<file path="config.mk">
export PLATFORM = sky130hd
export DESIGN_NAME = dps_utim64_bus_arbiter
export DESIGN_NICKNAME = d
export VERILOG_FILES = /design/src/rtl/dps_utim64_pkg.sv /design/src/rtl/dps_utim64_rr_arb2.sv /design/src/rtl/dps_utim64_bus_arbiter.sv
export SDC_FILE = /design/constraint.sdc
export NUM_CORES = 1
export LEC_CHECK = 0
export ABC_AREA = 1
export BUFFER_PORTS_ARGS = -buffer_cell sky130_fd_sc_hd__buf_2
export CAP_MARGIN = 15
export CORE_ASPECT_RATIO = 0.8
export CORE_MARGIN = 5
export CORE_UTILIZATION = 49
export DETAILED_ROUTE_END_ITERATION = 7
export PLACE_DENSITY = 0.87
export SLEW_MARGIN = 5
export SYNTH_ARGS = -nofsm -noshare
export SYNTH_HDL_FRONTEND = slang
export SYNTH_SLANG_ARGS = --single-unit
</file>
<file path="constraint.sdc">
create_clock -name iCLOCK -period 4.1 [get_ports iCLOCK]
set_input_delay 0.41 -clock iCLOCK [delete_from_list [all_inputs] [get_ports iCLOCK]]
set_output_delay 0.41 -clock iCLOCK [all_outputs]
set_load 0.05 [all_outputs]
</file>
<file path="src/rtl/dps_utim64_pkg.sv">
// Shared encodings for the UTIM64 bus arbiter: FSM states, RW codes, master IDs
// and the default error read data.
package dps_utim64_pkg;

  typedef enum logic [1:0] {
    IDLE    = 2'h0,
    ISSUE   = 2'h1,
    RD_WAIT = 2'h2
  } state_t;

  typedef enum logic {
    READ  = 1'b0,
    WRITE = 1'b1
  } rw_t;

  localparam logic M0 = 1'b0;
  localparam logic M1 = 1'b1;

  localparam logic [31:0] DEF_ERR_DATA = 32'hFFFF_FFFF;

endpackage

</file>
<file path="src/rtl/dps_utim64_rr_arb2.sv">
// Two-way round-robin grant with a registered last-grant pointer.
// On a tie, the master that was not granted last time wins.
module dps_utim64_rr_arb2
  import dps_utim64_pkg::*;
(
  input  logic       iCLOCK,
  input  logic       iRESET_SYNC,
  input  logic       iREQ0,
  input  logic       iREQ1,
  input  logic       iGRANT_EN,
  output logic [1:0] oGRANT,
  output logic       oOWNER
);

  logic last_grant;

  always_comb begin
    oOWNER = M0;
    oGRANT = '0;
    if (iREQ0 && iREQ1) begin
      oOWNER = (last_grant == M0) ? M1 : M0;
    end else if (iREQ1) begin
      oOWNER = M1;
    end
    if (iREQ0 || iREQ1) begin
      oGRANT = (oOWNER == M1) ? 2'b10 : 2'b01;
    end
  end

  always_ff @(posedge iCLOCK) begin
    if (iRESET_SYNC) begin
      last_grant <= M1;
    end else if (iGRANT_EN && (iREQ0 || iREQ1)) begin
      last_grant <= oOWNER;
    end
  end

endmodule

</file>
<file path="src/rtl/dps_utim64_bus_arbiter.sv">
// Shares the UTIM64 timer register port between two masters: round-robin grant,
// one outstanding transaction, read responses routed back to the issuing master.
module dps_utim64_bus_arbiter
  import dps_utim64_pkg::*;
#(
  parameter logic [7:0]  P_TIMEOUT  = 8'd255,
  parameter logic [31:0] P_ERR_DATA = DEF_ERR_DATA
) (
  input  logic        iCLOCK,
  input  logic        iRESET_SYNC,
  input  logic        iM0_REQ_VALID,
  output logic        oM0_REQ_BUSY,
  input  logic        iM0_REQ_RW,
  input  logic [4:0]  iM0_REQ_ADDR,
  input  logic [31:0] iM0_REQ_DATA,
  output logic        oM0_REQ_VALID,
  output logic [31:0] oM0_REQ_DATA,
  input  logic        iM1_REQ_VALID,
  output logic        oM1_REQ_BUSY,
  input  logic        iM1_REQ_RW,
  input  logic [4:0]  iM1_REQ_ADDR,
  input  logic [31:0] iM1_REQ_DATA,
  output logic        oM1_REQ_VALID,
  output logic [31:0] oM1_REQ_DATA,
  output logic        oTIM_REQ_VALID,
  input  logic        iTIM_REQ_BUSY,
  output logic        oTIM_REQ_RW,
  output logic [4:0]  oTIM_REQ_ADDR,
  output logic [31:0] oTIM_REQ_DATA,
  input  logic        iTIM_REQ_VALID,
  input  logic [31:0] iTIM_REQ_DATA,
  output logic        oTIMEOUT_ERR
);

  state_t      state;
  logic        cmd_owner;
  logic        cmd_rw;
  logic [4:0]  cmd_addr;
  logic [31:0] cmd_data;
  logic [7:0]  cnt;

  logic        busy;
  logic        accept;
  logic [1:0]  grant;
  logic        grant_id;
  logic        rd_done;
  logic [31:0] rd_data;

  assign busy         = (state != IDLE) || iTIM_REQ_BUSY;
  assign oM0_REQ_BUSY = busy;
  assign oM1_REQ_BUSY = busy;
  assign accept       = !busy && (grant != 2'b00);

  assign oTIM_REQ_RW   = cmd_rw;
  assign oTIM_REQ_ADDR = cmd_addr;
  assign oTIM_REQ_DATA = cmd_data;

  // A real response takes priority over a timeout landing in the same cycle.
  assign rd_done = iTIM_REQ_VALID || (cnt >= P_TIMEOUT);
  assign rd_data = iTIM_REQ_VALID ? iTIM_REQ_DATA : P_ERR_DATA;

  dps_utim64_rr_arb2 u_arb (
    .iCLOCK      (iCLOCK),
    .iRESET_SYNC (iRESET_SYNC),
    .iREQ0       (iM0_REQ_VALID),
    .iREQ1       (iM1_REQ_VALID),
    .iGRANT_EN   (accept),
    .oGRANT      (grant),
    .oOWNER      (grant_id)
  );

  always_ff @(posedge iCLOCK) begin
    if (iRESET_SYNC) begin
      state          <= IDLE;
      cmd_owner      <= M0;
      cmd_rw         <= 1'b0;
      cmd_addr       <= '0;
      cmd_data       <= '0;
      cnt            <= '0;
      oTIM_REQ_VALID <= 1'b0;
      oM0_REQ_VALID  <= 1'b0;
      oM1_REQ_VALID  <= 1'b0;
      oM0_REQ_DATA   <= '0;
      oM1_REQ_DATA   <= '0;
      oTIMEOUT_ERR   <= 1'b0;
    end else begin
      oM0_REQ_VALID <= 1'b0;
      oM1_REQ_VALID <= 1'b0;
      oM0_REQ_DATA  <= '0;
      oM1_REQ_DATA  <= '0;
      case (state)
        IDLE: begin
          if (accept) begin
            cmd_owner      <= grant_id;
            cmd_rw         <= grant[1] ? iM1_REQ_RW   : iM0_REQ_RW;
            cmd_addr       <= grant[1] ? iM1_REQ_ADDR : iM0_REQ_ADDR;
            cmd_data       <= grant[1] ? iM1_REQ_DATA : iM0_REQ_DATA;
            oTIM_REQ_VALID <= 1'b1;
            state          <= ISSUE;
          end
        end
        ISSUE: begin
          if (!iTIM_REQ_BUSY) begin
            oTIM_REQ_VALID <= 1'b0;
            cnt            <= '0;
            state          <= (cmd_rw == WRITE) ? IDLE : RD_WAIT;
          end
        end
        RD_WAIT: begin
          if (rd_done) begin
            if (cmd_owner == M1) begin
              oM1_REQ_VALID <= 1'b1;
              oM1_REQ_DATA  <= rd_data;
            end else begin
              oM0_REQ_VALID <= 1'b1;
              oM0_REQ_DATA  <= rd_data;
            end
            if (!iTIM_REQ_VALID) begin
              oTIMEOUT_ERR <= 1'b1;
            end
            state <= IDLE;
          end else if (cnt != 8'hFF) begin
            cnt <= cnt + 8'd1;
          end
        end
        default: state <= IDLE;
      endcase
    end
  end

endmodule

</file>
# After elaboration in Yosys (flattened, before gate mapping)
# Index checks and enable logic that the tools add are counted.
# totals
reg_bits,118
inputBits,114
out_inout_bits,108
elab_cells,70
# classes
add_sub_neg,1
n_lt_le_gt_ge,1
eq_ne,8
mux,23
bitwise_logic,4
n_reduce_logical,20
# ops
operator,count
32-bit two-way mux,2
8-bit two-way mux,3
8-bit case mux with 2 select lines,1
2-bit two-way mux,6
3-bit AND reduction,3
8-bit by 1-bit adder with 8-bit output (second input constant),1
8-bit greater-or-equal comparator (second input constant),1
1-bit two-way mux,8
2-bit inequality test (second input constant),4
8-bit inequality test (second input constant),1
2-bit nonzero test,4
4-bit OR reduction,2
2-bit case mux with 3 select lines,1
5-bit two-way mux,1
1-bit inverter,4
4-bit AND reduction,1
1-bit logical AND,3
1-bit logical OR,3
3-bit OR reduction,1
2-bit by 1-bit == test with 1-bit output (second input constant),1
2-bit == test (second input constant),1
2-bit zero test,1
2-bit by 1-bit inequality test with 1-bit output (second input constant),1
1-bit case mux with 2 select lines,1
other kinds (2),2

# Longest topological paths before layout
# logic_depth
ltp_word,8
ltp_mapped,10
depth_no_buf,10

# Modules after synthesis
# A second synthesis with hierarchy kept.
# unflattened
cells_unflattened,467
hier_area_um2,4391.7
# by_module_without_submodules
module,instances,cells_each,area_per_inst_um2,seq_area_each_um2
dps_utim64_bus_arbiter,1,456,4319.1,2342.2
dps_utim64_rr_arb2,1,11,72.6,20.0

# Worst setup path before layout
# No wires, ideal clock.
# synth_timing
path_type,input to register
start,in iTIM_REQ_BUSY
end,reg cmd_data[22] (netlist: oTIM_REQ_DATA[22])
setup_ns,0.118
t_arrival_ns,1.468
required_ns,3.982
path_slack_ns,2.515
stages,7
n_path_buf,1
cell_sequence,inv_1 > nand2_1 > nor2_4 > buf_2 > o21ai_0 > a21oi_1 > nor2_1
# synth_between
elab_chain_cells,4
# synth_lines
element,line_no,source
from (decl),dps_utim64_bus_arbiter.sv:26,"input logic iTIM_REQ_BUSY,"
1-bit logical OR,dps_utim64_bus_arbiter.sv:49,assign busy = (state != IDLE) || iTIM_REQ_BUSY;
via oM0_REQ_BUSY,dps_utim64_bus_arbiter.sv:12,"output logic oM0_REQ_BUSY,"
1-bit zero test,dps_utim64_bus_arbiter.sv:52,assign accept = !busy && (grant != 2'b00);
1-bit logical AND,dps_utim64_bus_arbiter.sv:52,
2-bit AND reduction (no source line),--,
to (signal assigned),dps_utim64_bus_arbiter.sv:97,cmd_data <= grant[1] ? iM1_REQ_DATA : iM0_REQ_DATA;
to (decl),dps_utim64_bus_arbiter.sv:39,logic [31:0] cmd_data;
# The timed path passes the listed nets, and every way through them passes these cells.
# A chain may end at the register's enable or synchronous reset.

# Worst setup path in the final report
# layout_timing
start,reg state[1]
end,reg cmd_data[8] (netlist: oTIM_REQ_DATA[8])
# layout_between
elab_chain_cells,5
elab_cells_between_ends,6
classes_between,6 x reduce/logical
# layout_lines
element,line_no,source
from (decl),dps_utim64_bus_arbiter.sv:35,state_t state;
from (signal assigned),dps_utim64_bus_arbiter.sv:106,state <= (cmd_rw == WRITE) ? IDLE : RD_WAIT;
2-bit nonzero test,dps_utim64_bus_arbiter.sv:49,
1-bit logical OR,dps_utim64_bus_arbiter.sv:49,
1-bit zero test,dps_utim64_bus_arbiter.sv:52,
1-bit logical AND,dps_utim64_bus_arbiter.sv:52,
2-bit AND reduction (no source line) (*),--,
# Every way passes the cells marked *; elsewhere a longest branch is shown, timed or not.

==> impl_metrics.yaml <==
run_status:
  status: "completed"
placed_design:
  dp.cells: 844
  dpl.hpwl_um: 9120
  gp_congestion: 0.839
  placed_cell_area_sq_um: 5600
  port-buffer-count: 221
setup_path:
  worstSetupPathType: "flip-flop to flip-flop"
  r2r-end: "oTIM_REQ_DATA[8]"
  worstSetupEndpointType: "flip-flop"
  required_ns: 4.39
  ff2ff_path_depth: 7
  critPathMaxFanout: 41
  worst_r2r_startpoint: "state[1]"
  start_kind: "flip-flop"
  r2r_slack_ns: 2.11
  crit_arrival_ns: 2.28
logic_synthesis:
  synthCells: 539
  avgSynthCellArea_sq_um: 8.40
  synthArstFlopShare_pct: 0
  synth_ff_type: "dfxtp_1"
  seq_area_frac_synth_pct: 52.2
  yosysWarnings: 0
  synth-edff-count: 0
  syn-cell-area_sq_um: 4530
  synth_nets: 654
  synth-seq-cells: 118
  synth_cell_type_count: 26
detailed_routing:
  drt_iter0_markers: 202
  totalWireLength_um: 12700
  vias_per_cell: 4.95
  num_vias: 4332
  postRouteAntennaNets: 0
  drtPass1Iterations: 4
  routedWlPerCell_um: 14.5
  drc: 0
sta:
  tightest_slew_ns: 0.855
  rsz0062_at_grt: "no"
  tns_ns: 0
  max_freq_mhz: 503
  setup_viol: 0
  relSlewSlack_pct: 43.0
  timing.final.crit_share_pct: 48.5
  fin_crit_ns: 1.99
  drv_slew: 0
  hold_viol: 0
  fin_skew_ns: 0.00845
layout:
  layout.nets: 863
  stdcell_area_sq_um: 6140
  drive_gt1_share_pct: 40.9
  fin_cells: 876
  most-common-layout-cells: "221 x buf_2, 118 x dfxtp_1, 86 x inv_1, 71 x a21oi_1, 68 x o21ai_0"
  final_common_cell: "buf_2"
  antenna_cells: 0
  syn_to_final_growth_pct: 35.7
cts:
  cts_max_path_buffers: 2
  htreeDepth: 4
  postCtsSetupRepairBufs: 0
  tritoncts: "done"
  clkLatencyLatePin_ns: 0.40
  cts_buffers: 17
  cts.reportedPaths.clkPinSlew_ns: 0.06
  cts-resized-gates: 0
  root_buffer: "clkbuf_16"
  cts_hold_buffers: 0
  clock_sinks: 118
global_routing:
  grt_pass1_wl_um: 19800
  grt_pass1_vias: 4268
  grt_use_total_pct: 21.6
  antenna_found_initial: 1
  gr-total-overflow: 0
  grt_max_degree: 65
power:
  swShare_pct: 29.0
  ir_drop_v: 0.000315
  leakage_nw: 3.19
  comb_power_share_pct: 13.9
  switchingPower_w: 0.000857
  power_frac_clock_pct: 45.1
  power_frac_seq_pct: 41.1
  p_int_w: 0.00209
  finalPower_w: 0.00295
  powerDensity_nw_per_um2: 480
hold_path:
  hold_path_class: "input port to flip-flop"
  min_from: "iM1_REQ_DATA[17]"
  min_delay_worst_endpoint: "oTIM_REQ_DATA[17]"
  min_path_cells: 3
floorplan:
  initial_core_util_pct: 50.1
  die-area_sq_um: 11300
  core_sq_um: 9040
  die_h_um: 96.0
  top_level_ports: 222
  die_x_um: 117
  rows: 31
run:
  max_cap_viol_count: 0
worst max path at each step:
stage,to,slack [ns],startpoint
3_3_place_gp,oTIM_REQ_DATA[3],2.06,iTIM_REQ_BUSY
3_5_place_dp,oTIM_REQ_DATA[10],1.94,iTIM_REQ_BUSY
4_1_cts,oTIM_REQ_DATA[21],2.12,state[1]
2_1_floorplan,oTIM_REQ_DATA[22],2.51,iTIM_REQ_BUSY
6_report,oTIM_REQ_DATA[8],2.11,state[1]
5_1_grt,oTIM_REQ_DATA[10],1.89,state[1]
registers in the layout (all words and copies together) (netlist names):
signal,flops
state,2
oTIMEOUT_ERR,1
oM0_REQ_VALID,1
oM0_REQ_DATA,32
oTIM_REQ_VALID,1
oM1_REQ_DATA,32
oTIM_REQ_DATA,32
oM1_REQ_VALID,1
oTIM_REQ_ADDR,5
u_arb.last_grant,1
oTIM_REQ_RW,1
cmd_owner,1
cnt,8
stage by stage:
| stage | utilization, % | hold slack [ns] | setup slack [ns] |
|---|---|---|---|
| floorplan | - | 0.437 | 2.51 |
| global placement | 62.0 | 0.450 | 2.06 |
| detailed placement | 62.0 | 0.459 | 1.94 |
| CTS | 68.0 | 0.212 | 2.12 |
| global route | 68.0 | 0.231 | 1.89 |
| finish | 68.0 | 0.230 | 2.11 |
worst max-delay path: stages, from the launching register on:
cell     delay [ns]
dfxtp_1        0.34
nor2_1         0.09
nand2_1        0.12
nor2_4         0.54
buf_4          0.43
o21ai_0        0.14
a21oi_1        0.14
nor2_1         0.06
cell usage after synthesis (4+ instances only):
cell type | number | share of area (%)
o21ai_1 | 11 | 1.2
dfxtp_1 | 118 | 52
a21oi_2 | 42 | 8.1
nor2_1 | 52 | 4.3
buf_4 | 4 | 0.66
clkbuf_1 | 8 | 0.66
nand2_1 | 32 | 2.7
buf_6 | 6 | 1.5
inv_1 | 86 | 7.1
o21ai_0 | 68 | 7.5
nand3_1 | 6 | 0.66
buf_2 | 14 | 1.5
a21oi_1 | 71 | 7.9
power by group through the flow:
stage	logic (W)	registers, W	clock network [W]
finish	0.000409	0.00121	0.00133
global route	0.000440	0.00122	0.00142
CTS	0.000410	0.00121	0.00135
detailed placement	0.000407	0.00123	0
global placement	0.000396	0.00123	0
floorplan	0.000151	0.00137	0
cell type report:
class                   instances  area (sq um)
clock buffers                  18           439
multi-input cells             299          1630
flip-flops and latches        118          2360
fillers                       742          2890
inverters                      87           327
well taps                     115           144
repair buffers                225          1140
clock inverters                14           101
kinds of logic after synthesis:
group	share of synthesized area [%]
flops	52.2
fa+ha+maj	0.276
buf+inv	11.9
simple gates	10.4
compound gates	25.2
per-layer routing:
metal	GRT usage [%]	part of all wire, %
met5	0	0.055
met4	9.95	2.5
met3	7.34	6.0
met1	22.4	37
met2	40.0	54
No activity file was read; power rests on OpenSTA's default activity.
